--- config.mk ---
export PLATFORM = sky130hd
export DESIGN_NAME = inst_mem_matching_bridge
export DESIGN_NICKNAME = d
export VERILOG_FILES = /design/src/rtl/inst_mem_matching_bridge.sv
export SDC_FILE = /design/constraint.sdc
export NUM_CORES = 1
export LEC_CHECK = 0
export CAP_MARGIN = 20
export CORE_MARGIN = 1
export CORE_UTILIZATION = 51
export DETAILED_ROUTE_END_ITERATION = 16
export PLACE_DENSITY = 0.82
export SYNTH_ARGS = -nofsm -noshare
export SYNTH_HDL_FRONTEND = slang
export SYNTH_SLANG_ARGS = --single-unit
--- constraint.sdc ---
create_clock -name iCLOCK -period 3.3 [get_ports iCLOCK]
set_clock_uncertainty 0.2 [all_clocks]
set_input_delay 0.33 -clock iCLOCK [delete_from_list [all_inputs] [get_ports iCLOCK]]
set_output_delay 0.33 -clock iCLOCK [all_outputs]
set_load 0.02 [all_outputs]
--- src/rtl/inst_mem_matching_bridge.sv ---
// Pairs instruction-memory returns with their in-order fetch addresses; flush drops in-flight returns. Optional PF: MIST1032ISA_INST_MATCHING_BRIDGE_PF_EN.
// Latency: request path combinational; matched return presented exactly 1 cycle after iMEM_VALID.
// Backpressure: oREQ_BUSY when DEPTH outstanding (drops included), memory locked or flushing; returns cannot be stalled.
module inst_mem_matching_bridge #(
    parameter int DEPTH   = 4,
    parameter int DEPTH_N = 2
) (
    input  logic        iCLOCK,
    input  logic        inRESET,
    input  logic        iFLUSH,
    input  logic        iREQ_VALID,
    input  logic [31:0] iREQ_ADDR,
    output logic        oREQ_BUSY,
    output logic        oMEM_REQ,
    input  logic        iMEM_LOCK,
    output logic [31:0] oMEM_ADDR,
    input  logic        iMEM_VALID,
    input  logic        iMEM_PAGEFAULT,
    input  logic [63:0] iMEM_DATA,
    output logic        oFULL,
    output logic        oVALID,
    output logic [31:0] oADDR,
    output logic [63:0] oDATA,
    output logic        oPAGEFAULT,
    output logic        oERROR
);

    logic [31:0]        addr_mem [DEPTH];
    logic [DEPTH_N-1:0] wr_ptr;
    logic [DEPTH_N-1:0] rd_ptr;
    logic [DEPTH_N:0]   count;
    logic [DEPTH_N:0]   drop_cnt;
    logic [DEPTH_N:0]   count_nxt;
    logic [DEPTH_N:0]   drop_nxt;
    logic [DEPTH_N+1:0] outstanding;
    logic               push;
    logic               pop;
    logic               drop_hit;
    logic               orphan;
    logic               consumed;
    logic               pf_in;

`ifdef MIST1032ISA_INST_MATCHING_BRIDGE_PF_EN
    assign pf_in = iMEM_PAGEFAULT;
`else
    logic unused_pf;
    assign unused_pf = iMEM_PAGEFAULT;
    assign pf_in     = 1'b0;
`endif

    // Dropped returns still occupy memory-side slots, so they count toward full.
    assign outstanding = {1'b0, count} + {1'b0, drop_cnt};
    assign oFULL       = (outstanding == (DEPTH_N+2)'(DEPTH));
    assign oREQ_BUSY   = oFULL | iMEM_LOCK | iFLUSH;
    assign oMEM_REQ    = iREQ_VALID & ~oREQ_BUSY;
    assign oMEM_ADDR   = iREQ_ADDR;

    assign push     = oMEM_REQ;
    assign drop_hit = iMEM_VALID && (drop_cnt != '0);
    assign pop      = iMEM_VALID && (drop_cnt == '0) && (count != '0);
    assign orphan   = iMEM_VALID && (drop_cnt == '0) && (count == '0);
    assign consumed = drop_hit | pop;

    always_comb begin
        count_nxt = count;
        drop_nxt  = drop_cnt;
        if (iFLUSH) begin
            // Everything still queued becomes a pending drop, minus a return absorbed this cycle.
            count_nxt = '0;
            drop_nxt  = drop_cnt + count - {{DEPTH_N{1'b0}}, consumed};
        end else begin
            count_nxt = count + {{DEPTH_N{1'b0}}, push} - {{DEPTH_N{1'b0}}, pop};
            drop_nxt  = drop_cnt - {{DEPTH_N{1'b0}}, drop_hit};
        end
    end

    always_ff @(posedge iCLOCK or negedge inRESET) begin
        if (!inRESET) begin
            wr_ptr   <= '0;
            rd_ptr   <= '0;
            count    <= '0;
            drop_cnt <= '0;
            for (int i = 0; i < DEPTH; i++) begin
                addr_mem[i] <= '0;
            end
        end else begin
            count    <= count_nxt;
            drop_cnt <= drop_nxt;
            if (push) begin
                addr_mem[wr_ptr] <= iREQ_ADDR;
                wr_ptr           <= wr_ptr + 1'b1;
            end
            if (iFLUSH) begin
                rd_ptr <= wr_ptr;
            end else if (pop) begin
                rd_ptr <= rd_ptr + 1'b1;
            end
        end
    end

    always_ff @(posedge iCLOCK or negedge inRESET) begin
        if (!inRESET) begin
            oVALID     <= 1'b0;
            oADDR      <= '0;
            oDATA      <= '0;
            oPAGEFAULT <= 1'b0;
            oERROR     <= 1'b0;
        end else begin
            oVALID <= pop & ~iFLUSH;
            if (pop && !iFLUSH) begin
                oADDR      <= addr_mem[rd_ptr];
                oDATA      <= iMEM_DATA;
                oPAGEFAULT <= pf_in;
            end
            if (orphan) begin
                oERROR <= 1'b1;
            end
        end
    end

endmodule

==> flow_summary.toml <==
[place]
io_buffer_count = 234
dp_hpwl_um = 15300
gp_congestion = 0.845

[pwr]
leakagePower_nw = 6.72
vdd_drop_max_v = 0.000519
power.density_mw_per_mm2 = 853

[logic_synthesis]
yosysWarnings = 0
syn_area_per_cell_um2 = 17.3
ys_seq_area_share_pct = 53.8
synthDistinctLibCells = 36
ys_ff_latch = 236
syn-num-nets = 754
postSynthCellCount = 634
syn_area_mm2 = 0.0110

[setup_path]
cp_slowest_cell = "dfrtp_1"
slowest_delay_ns = 0.43
path_cells = "ha_1, inv_1, fa_1, nand2b_1, nand3_2, buf_4, o21ai_0, dlygate4sd2_1"
arrival_ns = 2.57
path_buf_inv = 3
critPathLaunchType = "flop"
reg2regPathDepth = 9
crit_type = "flop to output port"
cp.required_ns = 2.77
critPathTopFamily = "adder cells"
path_depth = 8
cp_max_fo = 6
cp-end-kind = "output port"

[sta]
rsz0062_at_grt = "no"
worstMarginPinSlew_ns = 0.969
relSlewSlack_pct = 35.4
finalCritPeriodShare_pct = 93.9
hold_viol = 0
tns_ns = 0
max_freq_ghz = 0.323
hold_ws_ns = 0.193
fin_crit_ns = 3.10
slew_viol_final = 0
report.final.setup_viol = 0

[cts]
htreeDepth = 1
cts_buffers = 25
cts-root-buf = "clkbuf_16"
cts_sinks = 236
cts_tree = "yes"
clock_path_buffers = 3
clock_latency_ns = 0.52
path_clk_slew_ns = 0.06

[die]
fp.dieW_um = 149
ios = 237
die_area_mm2 = 0.0221
die_h_um = 149
start_util_pct = 52.2
fp-row-count = 53
core_mm2 = 0.0210

[routing]
viasPerCell = 5.27
ant_nets = 0
totalWireLength_um = 22700
drc_errors = 0
dr.pass1.iters = 4
vias = 6014
first_iter_violations = 189
routedWlPerCell_um = 19.9

[global_route]
antenna_found_initial = 0
grt_pass1_vias = 6690
gr-usage-all-layers_pct = 21.3
grt_pass1_wl_um = 36800
grt_max_degree = 92
grt-ovfl-total = 0

[hold_path]
hold_path_class = "primary input to async pin"

[run]
max_cap_viol_count = 0

[cells_and_area]
nets = 970
antennaDiodeCount = 0
num-fill-cells = 1407
syn2layout_area_growth_pct = 29.4
drive_gt1_share_pct = 38.1

[run_status]
status = "completed"
-- stage by stage --
step                total power [W]  cells  util, %  setup WS (ns)  cell area (um^2)
global placement            0.00915   1096     63.5          0.423             13300
CTS                          0.0122   1142     67.5        0.00298             14200
finish                       0.0121   1142     67.5          0.200             14200
floorplan                   0.00776    634        -          0.287             11000
detailed placement          0.00939   1096     63.5          0.371             13300
global route                 0.0128   1142     67.5         0.0659             14200
-- cell type report --
cell class | instances | area [um^2] | share of cell area (%)
Timing Repair Buffer | 253 | 2590 | 18.3
Sequential cell | 236 | 5910 | 41.6
Tap cell | 275 | 344 | 2.42
Clock buffer | 32 | 692 | 4.87
Multi-Input combinational cell | 317 | 4460 | 31.4
Inverter | 17 | 63.8 | 0.449
Clock inverter | 12 | 140 | 0.987
-- state kept, by name, summed over array words and instances (netlist names) --
signal	count
addr_mem	128
drop_cnt	3
oDATA	64
rd_ptr	2
count	3
oVALID	1
wr_ptr	2
oERROR	1
oADDR	32
-- layout by cell type (no fill, tap or decap), types with 5 or more instances in the layout --
master	instances
buf_12	8
buf_4	10
clkbuf_16	25
clkdlybuf4s50_1	230
dfrtp_1	234
ha_1	14
inv_1	17
mux2_2	76
mux2_4	149
mux4_2	32
nor2_1	5
xnor2_1	5
-- final timing paths --
path	from	to	slack, ns
setup / recovery	drop_cnt[0]$_DFF_PN0_	oREQ_BUSY	0.20
max in group asynchronous	inRESET	rd_ptr[0]$_DFFE_PN0P_	1.78
hold reg to reg	oERROR$_DFFE_PN0P_	oERROR$_DFFE_PN0P_	0.27
setup reg to reg	drop_cnt[0]$_DFF_PN0_	addr_mem[94]$_DFFE_PN0P_	0.39
min in group iCLOCK	iMEM_DATA[47]	oDATA[47]$_DFFE_PN0P_	0.22
hold / removal	inRESET	oADDR[6]$_DFFE_PN0P_	0.19
-- cell families (layout without fill, tap and decap cells) --
family,after synthesis,count (layout),share of synthesized area (%)
compound gates,13,13,1.60
xor+xnor,8,8,0.639
fa+ha+maj,17,17,2.14
buf+inv,81,314,5.52
flops,236,236,53.8
mux,258,258,34.9
other cells,1,1,0.0342
simple gates,20,20,1.37
-- layer usage --
layer  part of all wire [%]  up-vias  global-route usage [%]  routed length (um)
met4                    1.8        0                    5.72                 416
met2                     52      186                    37.5               11700
met1                     41     3124                    27.4                9290
met5                      0        -                       0                   0
met3                    5.6       33                    3.37                1270
li1                       -     2671                       -                   -
-- where the power goes --
group          switching (W)  leakage, nW  total, W  internal [W]
registers           0.000815         3.05   0.00486       0.00404
logic                0.00161         3.27   0.00445       0.00284
clock network        0.00115        0.403   0.00280       0.00165
-- Yosys cell counts --
library cell  count  area, um^2
mux2_2           76         856
o21ai_0           4        20.0
a21oi_1           1        5.00
buf_12            3        60.1
fa_1              3        60.1
dfrtp_1         236        5910
buf_8             1        15.0
nand2_1           4        15.0
nor2_1            5        18.8
a31oi_4           1        21.3
a21o_1            1        7.51
xnor2_1           5        43.8
o31a_1            1        8.76
buf_6            12         135
mux4_2           32         721
clkbuf_1          5        18.8
nor2_8            1        20.0
o211ai_1          1        7.51
nand2_4           1        11.3
nor4b_4           1        23.8
nand3_1           1        5.00
mux2i_1           1        10.0
nor2_4            1        11.3
o2111ai_4         4         105
nor3_1            1        5.00
or3_4             1        11.3
mux2_4          149        2240
ha_1             14         175
buf_2             4        20.0
nand2b_1          2        12.5
buf_4            39         293
inv_1            17        63.8
conb_1            1        3.75
nor2b_1           1        6.26
nand3_2           1        10.0
xor2_1            3        26.3
-- repair_timing --
item / in CTS / in global routing
buffers inserted: 1 / 0
gates resized for setup: 2 / 1
hold buffers: 1 / 0
hold endpoints to repair: 89 / 0
pin swaps: 1 / 0
endpoints found under the setup margin: 3 / 1
(Power assumes the default switching activity.)
